`config.mk`:
```
export PLATFORM = sky130hd
export DESIGN_NAME = bramac_inst_seq
export DESIGN_NICKNAME = d
export VERILOG_FILES = /design/src/rtl/bramac_pkg.sv /design/src/rtl/bramac_op_fifo.sv /design/src/rtl/bramac_inst_seq.sv
export SDC_FILE = /design/constraint.sdc
export NUM_CORES = 1
export LEC_CHECK = 0
export ABC_CLOCK_PERIOD_IN_PS = 3500
export CORE_ASPECT_RATIO = 0.8
export CORE_UTILIZATION = 35
export CTS_CLUSTER_DIAMETER = 60
export CTS_CLUSTER_SIZE = 16
export DETAILED_ROUTE_END_ITERATION = 8
export HOLD_SLACK_MARGIN = 0.06
export PLACE_DENSITY = 0.59
export SYNTH_ARGS = -nofsm -noshare
export SYNTH_HDL_FRONTEND = slang
export SYNTH_SLANG_ARGS = --single-unit
```
`constraint.sdc`:
```
create_clock -name clk -period 3.5 [get_ports clk]
set_input_delay 0.525 -clock clk [delete_from_list [all_inputs] [get_ports clk]]
set_output_delay 0.525 -clock clk [all_outputs]
set_load 0.03 [all_outputs]
```
`src/rtl/bramac_pkg.sv`:
```
// Shared definitions for the BrAMAC instruction sequencer and its bench.
package bramac_pkg;

    // Instruction word layout
    localparam int unsigned INST_W     = 40;
    localparam int unsigned PREC_LSB   = 0;
    localparam int unsigned PREC_W     = 2;
    localparam int unsigned INTYPE_BIT = 2;
    localparam int unsigned RESET_BIT  = 3;
    localparam int unsigned START_BIT  = 4;
    localparam int unsigned COPY_BIT   = 5;
    localparam int unsigned DONE_BIT   = 6;
    localparam int unsigned ROW1_LSB   = 7;
    localparam int unsigned ROW2_LSB   = 14;
    localparam int unsigned COL_LSB    = 21;
    localparam int unsigned IN1_LSB    = 23;
    localparam int unsigned IN2_LSB    = 31;
    localparam int unsigned ROW_W      = 7;
    localparam int unsigned COL_W      = 2;
    localparam int unsigned IN_W       = 8;
    localparam int unsigned OP_W       = 2 * IN_W + COL_W + 2 * ROW_W;

    // Precision codes
    localparam logic [1:0] PREC_ILLEGAL = 2'b00;
    localparam logic [1:0] PREC_2B      = 2'b01;
    localparam logic [1:0] PREC_4B      = 2'b10;
    localparam logic [1:0] PREC_8B      = 2'b11;

    typedef enum logic [3:0] {
        StIdle, StWait, StRst, StStart, StInit, StCopy, StCalc, StAcc, StDone1, StDone2, StAbort
    } seq_state_e;

    // One operand pair as held in the FIFO
    typedef struct packed {
        logic [IN_W-1:0]  in_2;
        logic [IN_W-1:0]  in_1;
        logic [COL_W-1:0] col;
        logic [ROW_W-1:0] row_2;
        logic [ROW_W-1:0] row_1;
    } op_entry_t;

    // Operand bit width p for a precision code; 0 for the illegal code
    function automatic logic [3:0] prec_to_p(input logic [1:0] prec);
        case (prec)
            PREC_2B: return 4'd2;
            PREC_4B: return 4'd4;
            PREC_8B: return 4'd8;
            default: return 4'd0;
        endcase
    endfunction

endpackage

```
`src/rtl/bramac_op_fifo.sv`:
```
// Synchronous operand FIFO; push and pop may coincide even when full.
module bramac_op_fifo
    import bramac_pkg::*;
#(
    parameter int unsigned DEPTH = 4,
    parameter int unsigned WIDTH = OP_W
) (
    input  logic                     clk,
    input  logic                     rst,
    input  logic                     push,
    input  logic [WIDTH-1:0]         wdata,
    input  logic                     pop,
    output logic [WIDTH-1:0]         rdata,
    output logic [$clog2(DEPTH):0]   count,
    output logic                     full,
    output logic                     empty
);

    localparam int unsigned AW = $clog2(DEPTH);
    localparam int unsigned CW = AW + 1;

    logic [WIDTH-1:0] mem_q [DEPTH];
    logic [AW-1:0]    wr_ptr_q, rd_ptr_q;
    logic [CW-1:0]    count_q;
    logic             do_push, do_pop;

    assign full    = (count_q == CW'(DEPTH));
    assign empty   = (count_q == '0);
    assign count   = count_q;
    assign rdata   = mem_q[rd_ptr_q];
    assign do_pop  = pop & ~empty;
    assign do_push = push & (~full | do_pop);

    // Storage array, no reset needed
    always_ff @(posedge clk) begin
        if (do_push) mem_q[wr_ptr_q] <= wdata;
    end

    // Pointers and occupancy
    always_ff @(posedge clk or posedge rst) begin
        if (rst) begin
            wr_ptr_q <= '0;
            rd_ptr_q <= '0;
            count_q  <= '0;
        end else begin
            if (do_push) wr_ptr_q <= wr_ptr_q + AW'(1);
            if (do_pop)  rd_ptr_q <= rd_ptr_q + AW'(1);
            if (do_push && !do_pop)      count_q <= count_q + CW'(1);
            else if (do_pop && !do_push) count_q <= count_q - CW'(1);
        end
    end

endmodule

```
`src/rtl/bramac_inst_seq.sv`:
```
// Replays the fsm_1da cycle schedule as a per-cycle BrAMAC instruction word.
module bramac_inst_seq
    import bramac_pkg::*;
#(
    parameter int unsigned CNT_W      = 8,
    parameter int unsigned FIFO_DEPTH = 4
) (
    input  logic              clk,
    input  logic              reset_bram,
    input  logic              job_valid,
    output logic              job_ready,
    input  logic [1:0]        job_prec,
    input  logic              job_intype,
    input  logic [CNT_W-1:0]  job_npairs,
    input  logic              op_valid,
    output logic              op_ready,
    input  logic [6:0]        op_row_1,
    input  logic [6:0]        op_row_2,
    input  logic [1:0]        op_col,
    input  logic [7:0]        op_in_1,
    input  logic [7:0]        op_in_2,
    output logic              comp_en,
    output logic [INST_W-1:0] inst,
    output logic              busy,
    output logic              result_valid,
    output logic              err_underrun,
    output logic              err_prec
);

    seq_state_e                state_q, state_d;
    logic [1:0]                prec_q;
    logic                      intype_q;
    logic [CNT_W-1:0]          cnt_q, cnt_d;
    logic [3:0]                calc_q, calc_d;
    logic [ROW_W-1:0]          hold_row1_q, hold_row2_q;
    logic [COL_W-1:0]          hold_col_q;
    logic                      err_underrun_q, err_prec_q;
    logic                      accept, pop, underrun, fifo_full, fifo_empty;
    logic [$clog2(FIFO_DEPTH):0] fifo_count;
    op_entry_t                 head, push_entry;
    logic [31:0]               need, have;

    assign accept     = job_valid & job_ready;
    assign job_ready  = (state_q == StIdle);
    assign busy       = (state_q != StIdle);
    // A pop in the same cycle frees the slot the push lands in
    assign op_ready   = ~fifo_full | pop;
    assign push_entry = {op_in_2, op_in_1, op_col, op_row_2, op_row_1};
    assign need       = (32'(cnt_q) < FIFO_DEPTH) ? 32'(cnt_q) : FIFO_DEPTH;
    assign have       = 32'(fifo_count);
    assign err_underrun = err_underrun_q | underrun;
    assign err_prec     = err_prec_q;

    bramac_op_fifo #(
        .DEPTH (FIFO_DEPTH),
        .WIDTH (OP_W)
    ) u_fifo (
        .clk   (clk),
        .rst   (reset_bram),
        .push  (op_valid & op_ready),
        .wdata (push_entry),
        .pop   (pop),
        .rdata (head),
        .count (fifo_count),
        .full  (fifo_full),
        .empty (fifo_empty)
    );

    // State register
    always_ff @(posedge clk or posedge reset_bram) begin
        if (reset_bram) state_q <= StIdle;
        else            state_q <= state_d;
    end

    // Next state, pair/calc counters and pop decisions
    always_comb begin
        state_d  = state_q;
        cnt_d    = cnt_q;
        calc_d   = calc_q;
        pop      = 1'b0;
        underrun = 1'b0;
        unique case (state_q)
            StIdle: begin
                if (job_valid) begin
                    cnt_d = job_npairs;
                    if (job_npairs != '0 && job_prec != PREC_ILLEGAL) state_d = StWait;
                end
            end
            StWait:  if (have >= need) state_d = StRst;
            StRst:   state_d = StStart;
            StStart: state_d = StInit;
            StInit: begin
                if (fifo_empty) begin
                    underrun = 1'b1;
                    state_d  = StAbort;
                end else begin
                    pop     = 1'b1;
                    cnt_d   = cnt_q - CNT_W'(1);
                    state_d = StCopy;
                end
            end
            StCopy: begin
                calc_d  = '0;
                state_d = StCalc;
            end
            StCalc: begin
                if (calc_q == prec_to_p(prec_q) + 4'd1) state_d = StAcc;
                else                                    calc_d  = calc_q + 4'd1;
            end
            StAcc: begin
                if (cnt_q == '0) begin
                    state_d = StDone1;
                end else if (fifo_empty) begin
                    underrun = 1'b1;
                    state_d  = StAbort;
                end else begin
                    pop     = 1'b1;
                    cnt_d   = cnt_q - CNT_W'(1);
                    state_d = StCopy;
                end
            end
            StDone1: state_d = StDone2;
            StDone2: state_d = StIdle;
            StAbort: state_d = StIdle;
            default: state_d = StIdle;
        endcase
    end

    // Job registers, counters, address hold and error flags
    always_ff @(posedge clk or posedge reset_bram) begin
        if (reset_bram) begin
            prec_q         <= '0;
            intype_q       <= 1'b0;
            cnt_q          <= '0;
            calc_q         <= '0;
            hold_row1_q    <= '0;
            hold_row2_q    <= '0;
            hold_col_q     <= '0;
            err_underrun_q <= 1'b0;
            err_prec_q     <= 1'b0;
        end else begin
            cnt_q      <= cnt_d;
            calc_q     <= calc_d;
            err_prec_q <= accept && (job_prec == PREC_ILLEGAL);
            if (accept) begin
                prec_q         <= job_prec;
                intype_q       <= job_intype;
                err_underrun_q <= 1'b0;
            end else if (underrun) begin
                err_underrun_q <= 1'b1;
            end
            if (pop) begin
                hold_row1_q <= head.row_1;
                hold_row2_q <= head.row_2;
                hold_col_q  <= head.col;
            end
        end
    end

    // Instruction word and compute-mode outputs
    always_comb begin
        inst         = '0;
        result_valid = 1'b0;
        comp_en      = (state_q != StIdle) && (state_q != StWait);
        if (busy) begin
            inst[PREC_LSB +: PREC_W] = prec_q;
            inst[INTYPE_BIT]         = intype_q;
        end
        unique case (state_q)
            StRst:   inst[RESET_BIT] = 1'b1;
            StStart: inst[START_BIT] = 1'b1;
            StInit: begin
                if (!fifo_empty) begin
                    inst[IN1_LSB +: IN_W] = head.in_1;
                    inst[IN2_LSB +: IN_W] = head.in_2;
                end
            end
            StCopy: begin
                inst[COPY_BIT]            = 1'b1;
                inst[ROW1_LSB +: ROW_W]   = hold_row1_q;
                inst[ROW2_LSB +: ROW_W]   = hold_row2_q;
                inst[COL_LSB +: COL_W]    = hold_col_q;
            end
            StAcc: begin
                if (cnt_q == '0) begin
                    inst[DONE_BIT] = 1'b1;
                end else if (!fifo_empty) begin
                    inst[IN1_LSB +: IN_W] = head.in_1;
                    inst[IN2_LSB +: IN_W] = head.in_2;
                end
            end
            StDone2: begin
                inst[RESET_BIT] = 1'b1;
                result_valid    = 1'b1;
            end
            StAbort: inst[RESET_BIT] = 1'b1;
            default: ;
        endcase
    end

endmodule

```
Yosys cells after proc, flatten, opt, wreduce, memory -nomap -nowiden
Memory sizes are Yosys's and may differ from the RTL's.
Index checks and enable logic that the tools add are counted.
Widths: inputs -> output; s select.
{"block": "classes", "reduce_logical": 22, "n_eq_ne": 22, "bitwise": 9, "n_mux": 39, "add_sub_neg": 7, "n_lt_le_gt_ge": 2}
{"op": "$mux 16", "n": 3}
{"op": "$pmux 4 s9", "n": 1}
{"op": "$mux 4", "n": 8}
{"op": "$mux 8", "n": 4}
{"op": "$pmux 16 s2", "n": 1}
{"op": "$pmux 8 s3", "n": 1}
{"op": "$eq 4x3->1 const B", "n": 4}
{"op": "$mux 1", "n": 14}
{"op": "$eq 4x4->1 const B", "n": 3}
{"op": "$pmux 4 s3", "n": 1}
{"op": "$ne 2x2->1 const B", "n": 5}
{"op": "$mux 3", "n": 3}
{"op": "$add 4x1->4 const B", "n": 2}
{"op": "$eq 4x2->1 const B", "n": 2}
{"op": "$ge 3x8->1", "n": 1}
{"op": "$logic_not 8->1", "n": 1}
{"op": "$lt 8x3->1 const B", "n": 1}
{"op": "$pmux 4 s2", "n": 1}
{"op": "$reduce_bool 2->1", "n": 4}
{"op": "$reduce_bool 8->1", "n": 1}
{"op": "$sub 8x1->8 const B", "n": 1}
{"op": "$logic_and 1x1->1", "n": 5}
{"op": "$add 2x1->2 const B", "n": 2}
{"op": "$and 1x1->1", "n": 4}
{"op": "other kinds (22)", "n": 28}
{"block": "word_totals", "register_bits": 44, "output_inout_bits": 47, "memories": 1, "wordCells": 115, "ramBits": 128}
{"name": "u_fifo.mem_q", "depth": 4, "width": 32, "rd": 1, "rd_clocked_by_memory_dff": 0, "write_ports": 1, "line": "bramac_op_fifo.sv:22", "text": "logic [WIDTH-1:0] mem_q [DEPTH];"}

Depth between registers and ports, before layout
{"block": "depth", "word_depth": 11, "depth_mapped": 14, "depth_no_buf": 12}

By module
Synthesis repeated with hierarchy kept, for this count alone.
{"block": "hier_totals", "cells_unflattened": 445, "hier_area_um2": 7405.9}
{"mod": "bramac_op_fifo", "cells_per_inst": 204, "n_inst": 1, "area_per_inst_um2": 5098.6}
{"mod": "bramac_inst_seq", "cells_per_inst": 241, "n_inst": 1, "area_per_inst_um2": 2307.2}

Least setup slack after synthesis
Ideal clock, no wire load.
{"block": "synth_timing", "kind": "reg2reg", "start": "register cnt_q[0]", "end": "register u_fifo.count_q[1] (netlist: u_fifo.count[1])", "setup_slack_ps": 415, "synth_period_minus_slack_ps": 3085, "stages_incl_launch_ff": 12, "required_ps": 3375, "arrival_ps": 2960, "n_path_buf": 1, "cell_sequence": "dfrtp_1 -> inv_1 -> ha_1 -> or3b_2 -> buf_2 -> o311ai_2 -> nand3_2 -> and2_4 -> ha_1 -> inv_1 -> fa_1 -> mux2_2"}
{"block": "synth_between", "elab_chain_len": 9}
{"element": "start: declaration", "line": "bramac_inst_seq.sv:33", "text": "logic [CNT_W-1:0] cnt_q, cnt_d;"}
{"element": "start signal: assignment", "line": "bramac_inst_seq.sv:142", "text": "cnt_q <= cnt_d;"}
{"element": "$logic_not 8->1 *", "line": "bramac_inst_seq.sv:111", "text": "if (cnt_q == '0) begin"}
{"element": "$mux 1 *", "line": "bramac_inst_seq.sv:111"}
{"element": "$pmux 1 s2 *", "line": "bramac_inst_seq.sv:82", "text": "unique case (state_q)"}
{"element": "$or 1x1->1 *", "line": "bramac_inst_seq.sv:47", "text": "assign op_ready = ~fifo_full | pop;"}
{"element": "net op_ready", "line": "bramac_inst_seq.sv:16", "text": "output logic op_ready,"}
{"element": "$and 1x1->1 *", "line": "bramac_inst_seq.sv:60", "text": ".push (op_valid & op_ready),"}
{"element": "$and 1x1->1 *", "line": "bramac_op_fifo.sv:32", "text": "assign do_push = push & (~full | do_pop);"}
{"element": "net u_fifo.do_push", "line": "bramac_op_fifo.sv:25", "text": "logic do_push, do_pop;"}
{"element": "$logic_not 1->1", "line": "bramac_op_fifo.sv:49", "text": "else if (do_pop && !do_push) count_q <= count_q - CW'(1);"}
{"element": "$logic_and 1x1->1", "line": "bramac_op_fifo.sv:49"}
{"element": "$reduce_bool 2->1 (no source line)"}
{"element": "end signal: assignment", "line": "bramac_op_fifo.sv:48", "text": "if (do_push && !do_pop) count_q <= count_q + CW'(1);"}
{"element": "end signal: assignment", "line": "bramac_op_fifo.sv:49"}
{"element": "end: declaration", "line": "bramac_op_fifo.sv:24", "text": "logic [CW-1:0] count_q;"}
Mark *: on every way through the listed nets, which the timed path passes. The rest lies on a longest branch.
A chain may end at the register's enable or synchronous reset.

Worst setup path in the final report
{"block": "layout_timing", "start": "register cnt_q[0]", "end": "output inst[25]"}
{"block": "layout_between", "elab_chain_len": 3}
{"element": "$logic_not 8->1", "line": "bramac_inst_seq.sv:185", "text": "if (cnt_q == '0) begin"}
{"element": "$mux 16", "line": "bramac_inst_seq.sv:185"}
{"element": "$pmux 16 s2", "line": "bramac_inst_seq.sv:169", "text": "unique case (state_q)"}
{"element": "end: declaration", "line": "bramac_inst_seq.sv:23", "text": "output logic [INST_W-1:0] inst,"}
No other way between the ends.

==> impl_summary.md <==
Power
Dividing total power by cell area gives a power density of 883 nW/um^2. Across the VDD grid, the largest voltage drop is 0.000499 V. In this run the static leakage power is 0.00324 uW.

Yosys
The portion of synthesized area spent on multiplexers is 0.134. The synthesized design contains 128 enable-type register cells. The post-synth design cell area is 7270 um^2. The number of nets handed over by synthesis was 499. The post-synthesis share of cell area spent on full adders, half adders and majority gates is 0.0200. Of the total synthesized cell area, the portion taken by AND, OR, NAND and NOR gates is 0.0909. The area fraction in compound gates after synthesis came to 0.0396.

The share of synthesized area occupied by flip-flops and latches is 0.680. After synthesis, the largest family of logic cells by area is multiplexers. The most used flip-flop cell after synthesis is edfxtp_1.

The top cell type's share of synthesized area is 0.529. Summed over all instances, the cell type with the most area after synthesis is edfxtp_1. Of the total synthesized cell area, the portion taken by XOR and XNOR cells is 0.0108.

The average instance area after synthesis is 16.5 um^2. By area the synthesized netlist is led by edfxtp_1 53%, dfrtp_1 15%, mux4_2 9.9%. The number of cells produced by synthesis is 441.

The commonest cells after synthesis are 128 x edfxtp_1, 44 x dfrtp_1, 32 x mux4_2, 21 x nor2b_1, 20 x mux2_2. The proportion of synthesized flip-flops having asynchronous set or reset is 0.256. In this run, synthesis produced a sequential element count of 172. Yosys printed 0 warnings. The distinct cell type count after synthesis is 56.

The leading cell type by number of instances after synthesis is edfxtp_1.

Floorplan
The width of the chip is 163 um. The number of rows created at floorplan is 46. The die covers 21400 um^2. The boundary pin count is 94. The core region is 20100 um^2. The die height is 131 um. The starting density of the core is 0.362.

Drt
After detailed routing, the number of remaining DRC violations is 0. The wire length reported by the detailed router is 14600 um. Once detail routing completed, the nets flagged for antenna violations numbered 0. The number of DRC markers in iteration 0 is 247. Dividing the detail-routed wire length by the instance count gives 18.1 um.

The via count is 4057. The detail-routed via count per cell is 5.00. The first detailed-routing pass took 5 iterations.

Clocking
The buffer depth of the longest clock path is 2. The later-pin clock latency in the skew report is 0.42 ns. After clock tree synthesis, the flow added hold-fix buffers numbering 0. The total CTS buffers is 17. The number of sinks driven by the clock tree is 172. After clock tree synthesis, the clock-pin slew on the worst setup and hold paths is 0.06 ns.

The TritonCTS clock tree is built. The clock tree root driver cell is clkbuf_16. In this run the number of H-tree levels came out at 4.

Timing
Derived from the worst setup path, the maximum achievable clock frequency is 306 MHz. For the final routed database, the setup TNS stands at 0 ns. Setup repair after global routing left no endpoint under its margin. Clock skew on the completed layout was measured at 0.00904 ns. The worst slew margin relative to its limit is 0.354. The final period utilization is 0.935. The setup violation total in the final timing report is 0. The count of final hold-check violations was 0. The worst hold slack is 0.494 ns. The number of max-slew violations in the final report is 0. At the pin with the least slew margin, the transition time is 0.969 ns.

The post-route minimum period is 3.27 ns.

Critical path
The path type of the worst setup path is register to output port. The number of buffers and inverters on the critical path is 3. The worst path arrival time is 2.75 ns.

The slowest stage of the critical path belongs to the cell or3b_4. The required time of the worst setup path is 2.97 ns. The startpoint kind of the worst setup timing path is a register. The critical path goes through inv_1 > ha_1 > or3b_4 > o311ai_4 > nand2b_2 > buf_6 > nor2b_1 > dlygate4sd2_1. The dominant delay contributor by cell family on the critical path is simple AND/OR/NAND/NOR gates.

The maximum fanout encountered on the critical timing path is 18. The stage delay of the slowest cell on the critical path is 0.44 ns. The kind of end point of the critical path is an output port.

Hold path
The path class of the tightest hold or removal check is register to register.

GRT
Entering global routing, the biggest net connects 45 pins. For this run, the total global-route usage over all layers was measured as 0.149. The number of global-route vias before repair is 4265. The aggregate global routing overflow is 0.

The number of antenna violations at the first check in global routing is 0. The first global-routing pass estimated 23300 um of wire.

Finish
The count of antenna diodes in the layout is 0. The sequential cell area in the final layout is 4950 um^2. In the final layout, the share of cells above drive strength 1 is 0.192. The number of nets in the layout is 592.

Counting the fill cells in the layout gives 1723. The multi-input combinational cells in the finished layout cover a total of 2170 um^2. The post-route standard cell area excluding fillers is 9050 um^2. The finished layout holds 811 standard cells, fillers aside. The relative area change from synthesis to final layout is 24.5%.

Placement
In this run the cell area measured after placement is 8450 um^2. The congestion estimate from routability-driven global placement came to 0.789. The number of port buffers is 92. The cell count after placement is 779. The post-detailed-placement half-perimeter wirelength is 9280 um.

Run
The tool flagged a number of max-cap violations equal to 0.

Outcome
The flow ran to the end, and the final reports show no timing, DRC or antenna violations.
## final timing paths
path	from	to	slack [ns]	cells past startpoint
min in group asynchronous	reset_bram	u_fifo.wr_ptr_q[0]$_DFFE_PP0P_	0.65	2
worst max-delay path	cnt_q[0]$_DFFE_PP0P_	inst[25]	0.23	8
worst min-delay path	hold_row1_q[3]$_DFFE_PP0N_	hold_row1_q[3]$_DFFE_PP0N_	0.49	1
max in group asynchronous	reset_bram	u_fifo.rd_ptr_q[1]$_DFFE_PP0P_	2.20	2
worst min register to register	hold_row1_q[3]$_DFFE_PP0N_	hold_row1_q[3]$_DFFE_PP0N_	0.49	1
worst max register to register	cnt_q[0]$_DFFE_PP0P_	u_fifo.count[2]$_DFFE_PP0P_	0.46	12
## power breakdown
| group | switching (uW) | internal, uW |
|---|---|---|
| Sequential | 426 | 2800 |
| Clock | 772 | 1130 |
| Combinational | 1510 | 1360 |
| Total | 2710 | 5280 |
## cell families after synthesis
logic type,Yosys count
AO/OA/AOI/OAI,43
XOR/XNOR,9
adder cells (fa/ha/maj),11
buffers and inverters,38
flip-flops,172
multiplexers,54
other,1
AND/OR/NAND/NOR,113
## repair_timing
item	in CTS	in global routing
setup endpoints to repair	17	14
resized for setup	17	3
setup buffers	0	0
## registers in the layout, summed over array words and instances, names as in the netlist
name / flops
calc_q: 4
u_fifo.wr_ptr_q: 2
intype_q: 1
hold_row1_q: 7
hold_col_q: 2
u_fifo.mem_q: 128
cnt_q: 8
err_underrun_q: 1
hold_row2_q: 7
u_fifo.count: 3
err_prec: 1
u_fifo.rd_ptr_q: 2
state_q: 4
prec_q: 2
## layout make-up
class                           count  area share
Clock buffer                       20      0.0483
Clock inverter                     12      0.0177
Inverter                           13     0.00539
Multi-Input combinational cell    231       0.239
Sequential cell                   172       0.547
Tap cell                          264      0.0365
Timing Repair Buffer               99       0.106
## metal layers
layer | wire (um) | vias up | global-route usage | part of all wire
met5 | 0 | - | 0 | 0
met4 | 107 | 0 | 0.0396 | 0.0073
met3 | 998 | 9 | 0.0496 | 0.068
met2 | 7020 | 124 | 0.247 | 0.48
met1 | 6510 | 2050 | 0.187 | 0.44
li1 | - | 1874 | - | -
## through the flow
step	util	setup slack [ns]	power, uW
2_1_floorplan	-	0.415	5250
3_3_place_gp	0.421	0.266	6110
3_5_place_dp	0.421	0.181	6210
4_1_cts	0.450	0.0119	8090
5_1_grt	0.450	0.0214	8480
6_report	0.450	0.227	7990
## placed cells by master (no fill, tap or decap), types with 3 or more instances in the layout
cell	count
ha_1	10
bufinv_16	3
mux4_2	32
clkbuf_16	17
inv_6	3
nor3_1	9
o21ai_0	11
xor2_1	5
xnor2_1	4
and3_2	4
o211ai_1	3
dlygate4sd2_1	16
nor2_1	15
o31ai_1	3
inv_1	12
and2_1	18
nand2b_1	6
a21oi_1	7
clkinvlp_4	3
clkbuf_1	3
nor2b_1	21
buf_4	6
dfrtp_1	42
edfxtp_1	128
a22o_1	3
nand2_1	12
nand3_1	5
mux2_2	20
o21a_1	3
clkdlybuf4s50_1	75
nor4_1	4
Note: power is estimated with default switching activity, not from simulation.
